--- src/rtl/text_console.sv ---
// -----------------------------------------------------------------------------
// text_console
//
// Purpose:
//   Turns a character stream into cell writes for a text-mode display.
//   It tracks the cursor, interprets LF / CR / BS / FF, and blanks rows when
//   the cursor moves onto them. It also blanks the whole screen on FF, and
//   optionally after reset. Everything runs in the clk_sys domain.
//
// Parameters:
//   COLS            columns on screen (1..128)
//   ROWS            rows on screen    (1..64)
//   CLEAR_ON_RESET  1: blank the whole screen after reset release, 0: go idle
//
// Ports:
//   clk_sys   in   system clock
//   reset     in   asynchronous active-high reset
//   in_data   in   [8:0] character code from the producer
//   in_valid  in   in_data valid
//   in_ready  out  block accepts in_data this cycle (combinational)
//   char_x    out  [6:0] write column (registered)
//   char_y    out  [5:0] write row (registered)
//   char_chr  out  [8:0] write character (registered)
//   char_str  out  write strobe, one cycle per cell write (registered)
//   cur_x     out  [6:0] cursor column
//   cur_y     out  [5:0] cursor row
//   busy      out  high while a row or screen clear is running
// -----------------------------------------------------------------------------
module text_console #(
  parameter int COLS           = 80,
  parameter int ROWS           = 60,
  parameter bit CLEAR_ON_RESET = 1'b1
) (
  input  logic       clk_sys,
  input  logic       reset,
  input  logic [8:0] in_data,
  input  logic       in_valid,
  output logic       in_ready,
  output logic [6:0] char_x,
  output logic [5:0] char_y,
  output logic [8:0] char_chr,
  output logic       char_str,
  output logic [6:0] cur_x,
  output logic [5:0] cur_y,
  output logic       busy
);

  localparam logic [6:0] LAST_COL = 7'(COLS - 1);
  localparam logic [5:0] LAST_ROW = 6'(ROWS - 1);

  localparam logic [8:0] CODE_BS    = 9'h008;
  localparam logic [8:0] CODE_LF    = 9'h00A;
  localparam logic [8:0] CODE_FF    = 9'h00C;
  localparam logic [8:0] CODE_CR    = 9'h00D;
  localparam logic [8:0] CODE_SPACE = 9'h020;

  // ST_START exists only for the first edge after reset release, so the
  // choice between a power-up clear and idle is made once, synchronously.
  typedef enum logic [1:0] {
    ST_START        = 2'd0,
    ST_IDLE         = 2'd1,
    ST_CLEAR_ROW    = 2'd2,
    ST_CLEAR_SCREEN = 2'd3
  } state_t;

  state_t     state_q, state_d;
  logic [6:0] cx_q, cx_d;          // cursor column
  logic [5:0] cy_q, cy_d;          // cursor row
  logic [6:0] clr_x_q, clr_x_d;    // clear sweep column
  logic [5:0] clr_y_q, clr_y_d;    // clear sweep row (screen clear only)
  logic [6:0] wx_q, wx_d;          // write port column
  logic [5:0] wy_q, wy_d;          // write port row
  logic [8:0] wchr_q, wchr_d;      // write port character
  logic       wstr_q, wstr_d;      // write port strobe

  logic       transfer;
  logic [5:0] next_row;

  // Reset gates in_ready directly so that the producer sees it drop in the
  // same cycle that reset rises, before any edge occurs.
  assign in_ready = (state_q == ST_IDLE) && !reset;
  assign transfer = in_valid && in_ready;

  // Line advance wraps to the top without scrolling.
  assign next_row = (cy_q == LAST_ROW) ? 6'd0 : cy_q + 6'd1;

  always_comb begin
    state_d = state_q;
    cx_d    = cx_q;
    cy_d    = cy_q;
    clr_x_d = clr_x_q;
    clr_y_d = clr_y_q;
    wx_d    = wx_q;
    wy_d    = wy_q;
    wchr_d  = wchr_q;
    wstr_d  = 1'b0;

    unique case (state_q)
      ST_START: begin
        clr_x_d = 7'd0;
        clr_y_d = 6'd0;
        state_d = CLEAR_ON_RESET ? ST_CLEAR_SCREEN : ST_IDLE;
      end

      ST_IDLE: begin
        if (transfer) begin
          unique case (in_data)
            CODE_LF: begin
              cx_d    = 7'd0;
              cy_d    = next_row;
              clr_x_d = 7'd0;
              state_d = ST_CLEAR_ROW;
            end
            CODE_CR: begin
              cx_d = 7'd0;
            end
            CODE_BS: begin
              // Backspace erases the cell it steps back onto; at column 0
              // there is nothing to erase.
              if (cx_q != 7'd0) begin
                cx_d   = cx_q - 7'd1;
                wx_d   = cx_q - 7'd1;
                wy_d   = cy_q;
                wchr_d = CODE_SPACE;
                wstr_d = 1'b1;
              end
            end
            CODE_FF: begin
              clr_x_d = 7'd0;
              clr_y_d = 6'd0;
              state_d = ST_CLEAR_SCREEN;
            end
            default: begin
              // Printable, including the whole 0x100..0x1FF range. The
              // character's own write goes out on this edge. A wrap therefore
              // blanks the next row only after the character is written.
              wx_d   = cx_q;
              wy_d   = cy_q;
              wchr_d = in_data;
              wstr_d = 1'b1;
              if (cx_q == LAST_COL) begin
                cx_d    = 7'd0;
                cy_d    = next_row;
                clr_x_d = 7'd0;
                state_d = ST_CLEAR_ROW;
              end else begin
                cx_d = cx_q + 7'd1;
              end
            end
          endcase
        end
      end

      ST_CLEAR_ROW: begin
        wx_d   = clr_x_q;
        wy_d   = cy_q;
        wchr_d = CODE_SPACE;
        wstr_d = 1'b1;
        if (clr_x_q == LAST_COL) begin
          clr_x_d = 7'd0;
          state_d = ST_IDLE;
        end else begin
          clr_x_d = clr_x_q + 7'd1;
        end
      end

      ST_CLEAR_SCREEN: begin
        wx_d   = clr_x_q;
        wy_d   = clr_y_q;
        wchr_d = CODE_SPACE;
        wstr_d = 1'b1;
        if (clr_x_q == LAST_COL) begin
          clr_x_d = 7'd0;
          if (clr_y_q == LAST_ROW) begin
            clr_y_d = 6'd0;
            cx_d    = 7'd0;
            cy_d    = 6'd0;
            state_d = ST_IDLE;
          end else begin
            clr_y_d = clr_y_q + 6'd1;
          end
        end else begin
          clr_x_d = clr_x_q + 7'd1;
        end
      end

      default: begin
        state_d = ST_START;
      end
    endcase
  end

  always_ff @(posedge clk_sys or posedge reset) begin
    if (reset) begin
      state_q <= ST_START;
      cx_q    <= 7'd0;
      cy_q    <= 6'd0;
      clr_x_q <= 7'd0;
      clr_y_q <= 6'd0;
      wx_q    <= 7'd0;
      wy_q    <= 6'd0;
      wchr_q  <= 9'd0;
      wstr_q  <= 1'b0;
    end else begin
      state_q <= state_d;
      cx_q    <= cx_d;
      cy_q    <= cy_d;
      clr_x_q <= clr_x_d;
      clr_y_q <= clr_y_d;
      wx_q    <= wx_d;
      wy_q    <= wy_d;
      wchr_q  <= wchr_d;
      wstr_q  <= wstr_d;
    end
  end

  assign char_x   = wx_q;
  assign char_y   = wy_q;
  assign char_chr = wchr_q;
  assign char_str = wstr_q;
  assign cur_x    = cx_q;
  assign cur_y    = cy_q;
  assign busy     = (state_q == ST_CLEAR_ROW) || (state_q == ST_CLEAR_SCREEN);

endmodule
--- config.mk ---
export PLATFORM = sky130hd
export DESIGN_NAME = text_console
export DESIGN_NICKNAME = d
export VERILOG_FILES = /design/src/rtl/text_console.sv
export SDC_FILE = /design/constraint.sdc
export NUM_CORES = 1
export LEC_CHECK = 0
export BUFFER_PORTS_ARGS = -buffer_cell sky130_fd_sc_hd__buf_2
export CAP_MARGIN = 20
export CORE_AREA = 2 2 84 86
export CTS_CLUSTER_SIZE = 24
export DETAILED_ROUTE_END_ITERATION = 6
export DIE_AREA = 0 0 86 88
export PLACE_DENSITY_LB_ADDON = 0.25
export SYNTH_ARGS = -nofsm -noshare
export SYNTH_HDL_FRONTEND = slang
export SYNTH_SLANG_ARGS = --single-unit
--- constraint.sdc ---
create_clock -name clk_sys -period 2.9 [get_ports clk_sys]
set_input_delay 0.145 -clock clk_sys [delete_from_list [all_inputs] [get_ports clk_sys]]
set_output_delay 0.145 -clock clk_sys [all_outputs]
set_load 0.1 [all_outputs]
==> results of run 1 <==
routing by layer:
metal	part of all wire	vias to the layer above	GRT usage
li1	-	1357	-
met1	0.45	1435	0.3044
met2	0.47	118	0.3650
met3	0.060	19	0.03770
met4	0.020	0	0.05772
met5	0	-	0
layout make-up:
cell class	count	area share
timing repair buffer	60	0.09304
tap	80	0.02716
clock inverter	2	0.01053
multi-input combinational	259	0.4862
inverter	14	0.01426
sequential	51	0.3463
clock buffer	6	0.02241
sequential cells by signal, indices dropped and copies added, names as in the netlist, 2 cells and up:
| name | flops |
|---|---|
| state_q | 2 |
| char_x | 7 |
| clr_x_q | 7 |
| cur_y | 6 |
| char_chr | 9 |
| char_y | 6 |
| cur_x | 7 |
| clr_y_q | 6 |
synth_stat cells, types with 7 or more instances:
master / number
dfrtp_1: 51
nand2_1: 30
o21ai_0: 29
mux2_2: 26
nor2_1: 20
nand3_1: 19
inv_1: 13
nor2b_1: 13
clkbuf_1: 11
a22o_1: 9
a31oi_1: 8
and3_1: 8
a21oi_1: 7
nand2b_1: 7
stage by stage:
step	cells	hold slack, ns
floorplan	342	0.3771
global route	472	0.2208
global placement	462	0.4825
finish	472	0.2199
CTS	470	0.1843
detailed placement	462	0.4916
worst min-delay path, delay by kind of cell:
family        cells  cell delay (ns)
mux               1             0.13
buf+inv           1             0.12
simple gates      1             0.11
final timing paths:
check	from	end	depth (start not counted)
hold reg to reg	char_chr[7]	char_chr[7]	1
max in group asynchronous	reset	char_x[4]	4
setup / recovery	cur_x[0]	char_chr[5]	8
hold / removal	in_data[5]	char_chr[5]	3
min in group asynchronous	reset	char_chr[3]	3
setup reg to reg	cur_x[0]	char_chr[5]	8
repair_timing:
item,4_1_cts,5_1_grt
hold buffers,0,1
endpoints found under the setup margin,0,13
gates resized for setup,0,1
endpoints found under the hold margin,0,8
kinds of logic (layout without fill, tap and decap cells):
family / count (synthesis) / after routing
XOR/XNOR: 6 / 6
buffers and inverters: 32 / 82
adder cells (fa/ha/maj): 6 / 6
AND/OR/NAND/NOR: 134 / 134
flip-flops: 51 / 51
multiplexers: 28 / 28
AO/OA/AOI/OAI: 85 / 85
power groups by stage:
stage,registers [W],logic (W),clock network (W)
final,0.00112,0.00214,0.000537
after global routing,0.00115,0.00225,0.000576
after CTS,0.00111,0.00214,0.000552
after detailed placement,0.00113,0.00213,0
after global placement,0.00112,0.00212,0
after floorplan,0.00225,0.000620,0
==> flow_metrics.env, run 1 <==
export IMPL_crit_fanout=13
export IMPL_synth_top_family_by_area="simple AND/OR/NAND/NOR gates"
export IMPL_yosysTopAreaCell="dfrtp_1"
export IMPL_die_h_um=88
export IMPL_cts_setup_buffers=0
export IMPL_ant_nets=0
export IMPL_power_density_nw_per_um2=1030
export IMPL_synth_lib_cells_used_distinct=61
export IMPL_yosys_area_share_simple=0.2363
export IMPL_synth_warnings=0
export IMPL_multi_input_comb_area_um2=1792
export IMPL_wl_per_cell_um=17.22
export IMPL_portBuffers=49
export IMPL_finalSetupViolCount=0
export IMPL_cp_cell_sequence="inv_1 > ha_1 > nor3b_2 > nand2_1 > or3_4 > a41oi_4 > buf_4 > mux2_2"
export IMPL_area_growth_pct=14.81
export IMPL_drv_cap=0
export IMPL_clk_pin_slew_ns=0.10
export IMPL_wl_um=8128
export IMPL_drv_slew=0
export IMPL_viasPerCell=6.206
export IMPL_fin_skew_ns=0.01181
export IMPL_synth_top_area_share=0.3977
export IMPL_netSwitchingFraction=0.5651
export IMPL_initialDrtViolationCount=254
export IMPL_insertion_delay_ns=0.32
export IMPL_tightest_slew_ns=0.8203
export IMPL_setup_tns_ns=0
export IMPL_syn_mean_instance_area_um2=9.384
export IMPL_grt_pass1_vias=2683
export IMPL_clock_sinks=51
export IMPL_final_period_utilization=0.9296
export IMPL_cts_path_max_buffers=2
export IMPL_async_flop_share=1.000
export IMPL_critPathArrivalTime_ns=2.90
export IMPL_status="complete, no violations"
export IMPL_cts_tree="yes"
export IMPL_syn_nets=360
export IMPL_post_route_min_period_ns=2.696
export IMPL_cp_top_family="simple AND/OR/NAND/NOR gates"
export IMPL_fin_nets=409
export IMPL_irDropWorstVdd_v=0.0009882
export IMPL_slew_headroom=0.4507
export IMPL_p_leak_nw=1.706
export IMPL_slowest_stage="dfrtp_1"
export IMPL_fin_ws_ns=0.2043
export IMPL_clkPwrFrac=0.142
export IMPL_gp_congestion=0.9353
export IMPL_dieArea_um2=7568
export IMPL_fp_coreArea_um2=6644
export IMPL_seq_area_um2=1276
export IMPL_yosysSeqAreaShare=0.3977
export IMPL_combPwrFrac=0.564
export IMPL_post_route_util=0.5546
export IMPL_num_vias=2929
export IMPL_initial_core_util=0.4831
export IMPL_ys_flop_type="dfrtp_1"
export IMPL_synthMuxAreaShare=0.09747
export IMPL_power_frac_seq=0.294
export IMPL_max_stage_delay_ns=0.46
export IMPL_ctsRootBufferMaster="clkbuf_8"
export IMPL_grtUsageTotal=0.2216
export IMPL_synth_compound_area_share=0.1832
export IMPL_cp_end_kind="register"
export IMPL_synth_edf_count=0
export IMPL_hpwl_um=5794
export IMPL_rows=30
export IMPL_critical_path_class="reg2reg"
export IMPL_hold_path_class="in2reg"
export IMPL_hold_violations=0
export IMPL_synth_area_leaders="dfrtp_1, mux2_2, o21ai_0, nand2_1, nand3_1"
export IMPL_rrSetupSlack_ns=0.20
export IMPL_drive_gt1_frac=0.2730
export IMPL_grt_pass1_wl_um=13340
export IMPL_n_antenna_cell=0
export IMPL_synth_xor_area_frac=0.01637
export IMPL_worst_path_buf_inv=2
export IMPL_synthAdderAreaFrac=0.02339
export IMPL_drc=0
export IMPL_rsz0062_at_grt="no"
export IMPL_netlist_area_um2=3209
export IMPL_htreeDepth=2
export IMPL_fmax_ghz=0.3710
export IMPL_power_w=0.003795
export IMPL_fill_cells=613
export IMPL_grt_overflow_total=0
export IMPL_internal_power_w=0.001650
export IMPL_stdcell_area_um2=3685
export IMPL_crit_required_ns=3.11
export IMPL_layout_common_cells="dfrtp_1, buf_2, nand2_1, o21ai_0, mux2_2"
export IMPL_p_sw_w=0.002144
export IMPL_crit_path_start_kind="register"
export IMPL_ys_ff_latch=51
export IMPL_pre_cts_ws_ns=0.1403
export IMPL_io_pins=50
export IMPL_antenna_found_initial=0
export IMPL_grt_start_max_net_pins=52
export IMPL_dr_pass1_iters=4
export IMPL_die_x_um=86
export IMPL_layout_commonest_cell="dfrtp_1"
export IMPL_dpl_cell_area_um2=3528
export IMPL_cts_buffers=5
export IMPL_syn_inst=342
(Power assumes the default switching activity.)
==> inputs of run 2 (changes only) <==
==> constraint.sdc (replaced) <==
create_clock -name clk_sys -period 3.2 [get_ports clk_sys]
set_input_delay 0.16 -clock clk_sys [delete_from_list [all_inputs] [get_ports clk_sys]]
set_output_delay 0.16 -clock clk_sys [all_outputs]
set_load 0.1 [all_outputs]
==> flow_metrics.env, run 2 (synthesis results as in run 1) <==
export IMPL_internal_power_w=0.001401
export IMPL_post_route_min_period_ns=2.576
export IMPL_cts_tree="yes"
export IMPL_critPathArrivalTime_ns=2.78
export IMPL_io_pins=50
export IMPL_fin_nets=407
export IMPL_p_sw_w=0.001911
export IMPL_max_stage_delay_ns=0.46
export IMPL_grt_pass1_vias=2612
export IMPL_pre_cts_ws_ns=0.6607
export IMPL_fmax_ghz=0.3882
export IMPL_wl_um=7941
export IMPL_reg2reg_depth=8
export IMPL_netSwitchingFraction=0.5770
export IMPL_finalSetupViolCount=0
export IMPL_layout_commonest_cell="dfrtp_1"
export IMPL_hold_path_class="in2reg"
export IMPL_initial_core_util=0.4831
export IMPL_hold_violations=0
export IMPL_cts_resized=0
export IMPL_crit_fanout=13
export IMPL_grt_pass1_wl_um=13030
export IMPL_drive_gt1_frac=0.2641
export IMPL_p_leak_nw=1.680
export IMPL_area_growth_pct=13.37
export IMPL_fin_cells=470
export IMPL_irDropWorstVdd_v=0.0007408
export IMPL_htreeDepth=2
export IMPL_slew_headroom=0.4465
export IMPL_fin_skew_ns=0.005584
export IMPL_crit_path_start_kind="register"
export IMPL_drv_slew=0
export IMPL_fill_cells=623
export IMPL_wl_per_cell_um=16.90
export IMPL_grt_start_max_net_pins=52
export IMPL_portBuffers=49
export IMPL_die_h_um=88
export IMPL_combPwrFrac=0.570
export IMPL_place_inst=460
export IMPL_grtUsageTotal=0.2194
export IMPL_dieArea_um2=7568
export IMPL_cts_setup_buffers=0
export IMPL_drv_cap=0
export IMPL_grt_overflow_total=0
export IMPL_die_x_um=86
export IMPL_cts_path_max_buffers=2
export IMPL_clkPwrFrac=0.120
export IMPL_hpwl_um=5637
export IMPL_power_density_nw_per_um2=910.4
export IMPL_setup_tns_ns=0
export IMPL_viasPerCell=5.913
export IMPL_n_antenna_cell=0
export IMPL_num_vias=2779
export IMPL_antenna_found_initial=0
export IMPL_dr_pass1_iters=4
export IMPL_crit_required_ns=3.40
export IMPL_cp_end_kind="register"
export IMPL_fin_ws_ns=0.6240
export IMPL_initialDrtViolationCount=213
export IMPL_cp_cell_sequence="inv_1 > ha_1 > nor3b_1 > nand2_1 > or3_4 > a41oi_4 > buf_4 > mux2_2"
export IMPL_critical_path_class="reg2reg"
export IMPL_largest_register_ffs=9
export IMPL_fp_coreArea_um2=6644
export IMPL_layout_common_cells="dfrtp_1, buf_2, nand2_1, o21ai_0, mux2_2"
export IMPL_cp_top_family="simple AND/OR/NAND/NOR gates"
export IMPL_slowest_stage="dfrtp_1"
export IMPL_worst_path_buf_inv=2
export IMPL_clk_pin_slew_ns=0.09
export IMPL_status="complete, no violations"
export IMPL_rows=30
export IMPL_tightest_slew_ns=0.8267
export IMPL_drc=0
export IMPL_clock_sinks=51
export IMPL_ctsRootBufferMaster="clkbuf_8"
export IMPL_cp_num_cells=8
export IMPL_final_period_utilization=0.8050
export IMPL_rsz0062_at_grt="no"
export IMPL_cts_buffers=5
export IMPL_ant_nets=0
export IMPL_gp_congestion=0.9110
export IMPL_cts_hold_buffers=0
export IMPL_min_delay_path_depth=3
export IMPL_power_frac_seq=0.310
export IMPL_insertion_delay_ns=0.31
## run 2: cell count changes in the layout (fill, tap and decap cells not counted), sizes merged
| cell | change |
|---|---|
| buf | -2 |
| bufinv | -1 |
| clkbuf | +1 |
| clkinv | +1 |
| inv | -1 |
## run 2: path summary, 6_finish.rpt
path,start,endpoint,slack (ns)
setup / recovery,cur_x[0],char_chr[4],0.62
hold / removal,in_data[5],char_chr[5],0.23
setup reg to reg,cur_x[0],char_chr[4],0.62
hold reg to reg,char_chr[7],char_chr[7],0.51
max in group asynchronous,reset,cur_y[2],2.30
min in group asynchronous,reset,char_chr[4],0.38
## run 2: layer usage
metal  part of all wire  global-route usage  wire length (um)  vias to the layer above
met3              0.061             0.02733               483                        8
met2               0.48              0.3679              3827                       91
met1               0.45              0.2982              3539                     1330
met5                  0                   0                 0                        -
met4              0.011             0.06638                91                        0
li1                   -                   -                 -                     1350
## run 2: area by class of cell
class	count	area (um^2)	share of cell area
multi-input cells	259	1787	0.4911
flip-flops and latches	51	1276	0.3508
repair buffers	58	327.8	0.09010
well taps	80	100.1	0.02751
clock buffers	7	86.33	0.02373
inverters	14	52.55	0.01444
clock inverters	1	8.758	0.002407
## run 2: stage by stage
| step | hold WS, ns | power (W) | util | area, um^2 |
|---|---|---|---|---|
| after floorplan | 0.3921 | 0.002601 | - | 3209 |
| after global placement | 0.4832 | 0.002912 | 0.5288 | 3513 |
| after detailed placement | 0.4877 | 0.002928 | 0.5288 | 3513 |
| after CTS | 0.1919 | 0.003330 | 0.5431 | 3608 |
| after global routing | 0.2610 | 0.003478 | 0.5476 | 3638 |
| final | 0.2342 | 0.003312 | 0.5476 | 3638 |
## run 2: worst reg2reg max path, delay by kind of cell (launching register included)
family          cells  cell delay (ns)
simple gates        3             0.86
flops               1             0.46
buf+inv             2             0.39
mux                 1             0.36
fa+ha+maj           1             0.21
compound gates      1             0.18
## run 2: power groups by stage
stage	logic [W]	clock network, W	registers, W
floorplan	0.000561	0	0.00204
global placement	0.00188	0	0.00103
detailed placement	0.00189	0	0.00104
CTS	0.00189	0.000410	0.00103
global route	0.00199	0.000430	0.00106
finish	0.00189	0.000396	0.00103
==> inputs of run 3 (changes only) <==
==> constraint.sdc (replaced) <==
create_clock -name clk_sys -period 2.7 [get_ports clk_sys]
set_input_delay 0.135 -clock clk_sys [delete_from_list [all_inputs] [get_ports clk_sys]]
set_output_delay 0.135 -clock clk_sys [all_outputs]
set_load 0.1 [all_outputs]
==> flow_metrics.env, run 3 (synthesis results as in run 1) <==
export IMPL_tightest_slew_ns=0.8206
export IMPL_crit_fanout=10
export IMPL_antenna_found_initial=0
export IMPL_final_period_utilization=0.9377
export IMPL_setup_tns_ns=0
export IMPL_fill_cells=592
export IMPL_num_vias=2813
export IMPL_io_pins=50
export IMPL_seq_area_um2=1279
export IMPL_grtUsageTotal=0.2183
export IMPL_worstHoldStart="in_data[5]"
export IMPL_n_antenna_cell=0
export IMPL_wl_um=7908
export IMPL_drive_gt1_frac=0.2799
export IMPL_clk_pin_slew_ns=0.10
export IMPL_dr_pass1_iters=5
export IMPL_rsz0062_at_grt="no"
export IMPL_viasPerCell=5.947
export IMPL_reg2reg_depth=8
export IMPL_initial_core_util=0.4831
export IMPL_cts_tree="yes"
export IMPL_grt_pass1_vias=2632
export IMPL_r2r_end="char_x[0]"
export IMPL_layout_common_cells="dfrtp_1, buf_2, nand2_1, o21ai_0, mux2_2"
export IMPL_critical_path_class="reg2reg"
export IMPL_insertion_delay_ns=0.31
export IMPL_post_route_util=0.5561
export IMPL_drc=0
export IMPL_p_leak_nw=1.709
export IMPL_htreeDepth=2
export IMPL_fin_nets=410
export IMPL_fin_skew_ns=0.01402
export IMPL_hpwl_um=5757
export IMPL_crit_required_ns=2.89
export IMPL_largest_register_ffs=9
export IMPL_status="complete, no violations"
export IMPL_drv_cap=0
export IMPL_cts_buffers=5
export IMPL_holdPathEnd="char_chr[5]"
export IMPL_grt_pass1_wl_um=12980
export IMPL_multi_input_comb_area_um2=1792
export IMPL_r2r_start="cur_x[0]"
export IMPL_finalSetupViolCount=0
export IMPL_die_h_um=88
export IMPL_cts_path_max_buffers=2
export IMPL_ctsRootBufferMaster="clkbuf_8"
export IMPL_cp_end_kind="register"
export IMPL_min_delay_path_depth=3
export IMPL_slew_headroom=0.4505
export IMPL_die_x_um=86
export IMPL_critPathArrivalTime_ns=2.73
export IMPL_grt_overflow_total=0
export IMPL_area_growth_pct=15.13
export IMPL_power_density_nw_per_um2=1103
export IMPL_gp_congestion=0.9381
export IMPL_rows=30
export IMPL_dieArea_um2=7568
export IMPL_ant_nets=0
export IMPL_irDropWorstVdd_v=0.001043
export IMPL_crit_path_start_kind="register"
export IMPL_fp_coreArea_um2=6644
export IMPL_hold_path_class="in2reg"
export IMPL_initialDrtViolationCount=266
export IMPL_drv_slew=0
export IMPL_grt_start_max_net_pins=34
export IMPL_cts_setup_buffers=0
export IMPL_fmax_ghz=0.3950
export IMPL_hold_violations=0
export IMPL_clock_sinks=51
export IMPL_rrSetupSlack_ns=0.17
export IMPL_post_route_min_period_ns=2.532
export IMPL_wl_per_cell_um=16.72
export IMPL_portBuffers=49
-- run 3: critical path, stage by stage, from the launching register on --
cell and delay [ns]:
dfrtp_2 0.46, inv_1 0.13, ha_1 0.21, nor3b_2 0.28, nand2_1 0.16, or3_4 0.37
a41oi_4 0.22, buf_4 0.23, mux2_2 0.35
-- run 3: worst max-delay path by stage --
| stage | end | cells after the start | slack [ns] | from |
|---|---|---|---|---|
| after floorplan | char_x[0] | 7 | 0.04 | cur_x[3] |
| after global placement | char_x[5] | 8 | 0.21 | cur_x[0] |
| after detailed placement | char_x[5] | 8 | 0.1 | cur_x[0] |
| after CTS | char_x[0] | 8 | 0.06 | cur_x[0] |
| after global routing | char_y[4] | 8 | 0.07 | cur_x[0] |
| final | char_x[0] | 8 | 0.17 | cur_x[0] |
-- run 3: cell type report --
type,instances,area share
multi-input combinational,259,0.4849
inverter,14,0.01422
timing repair buffer,61,0.09482
tap,80,0.02709
sequential,51,0.3461
clock buffer,6,0.02235
clock inverter,2,0.01050
-- run 3: metal layers --
metal | up-vias | global-route usage | share of wire | routed length, um
met5 | - | 0 | 0 | 0
met4 | 0 | 0.06205 | 0.014 | 107
met3 | 9 | 0.03016 | 0.054 | 430
met2 | 92 | 0.3524 | 0.47 | 3708
met1 | 1356 | 0.3080 | 0.46 | 3662
li1 | 1356 | - | - | -
-- run 3: stage by stage --
stage / total power [W] / setup WS, ns / hold WS (ns) / instance area [um^2] / std cells
floorplan: 0.003084 / 0.03531 / 0.3671 / 3212 / 342
global placement: 0.003481 / 0.2120 / 0.2892 / 3558 / 464
detailed placement: 0.003506 / 0.09519 / 0.3230 / 3558 / 464
CTS: 0.004086 / 0.05761 / 0.1953 / 3690 / 473
global route: 0.004259 / 0.07305 / 0.2319 / 3695 / 473
finish: 0.004075 / 0.1683 / 0.1986 / 3695 / 473
-- run 3: report_power, final --
group	internal, W	leakage, nW	switching, W
Combinational	0.000493	1.00	0.00181
Clock	0.000305	0.0618	0.000271
Sequential	0.000981	0.648	0.000215
-- run 3: what timing repair did --
item	in CTS	in global routing
setup endpoints to repair	0	14
hold buffers	1	0
endpoints found under the hold margin	29	0
gates resized for setup	0	1
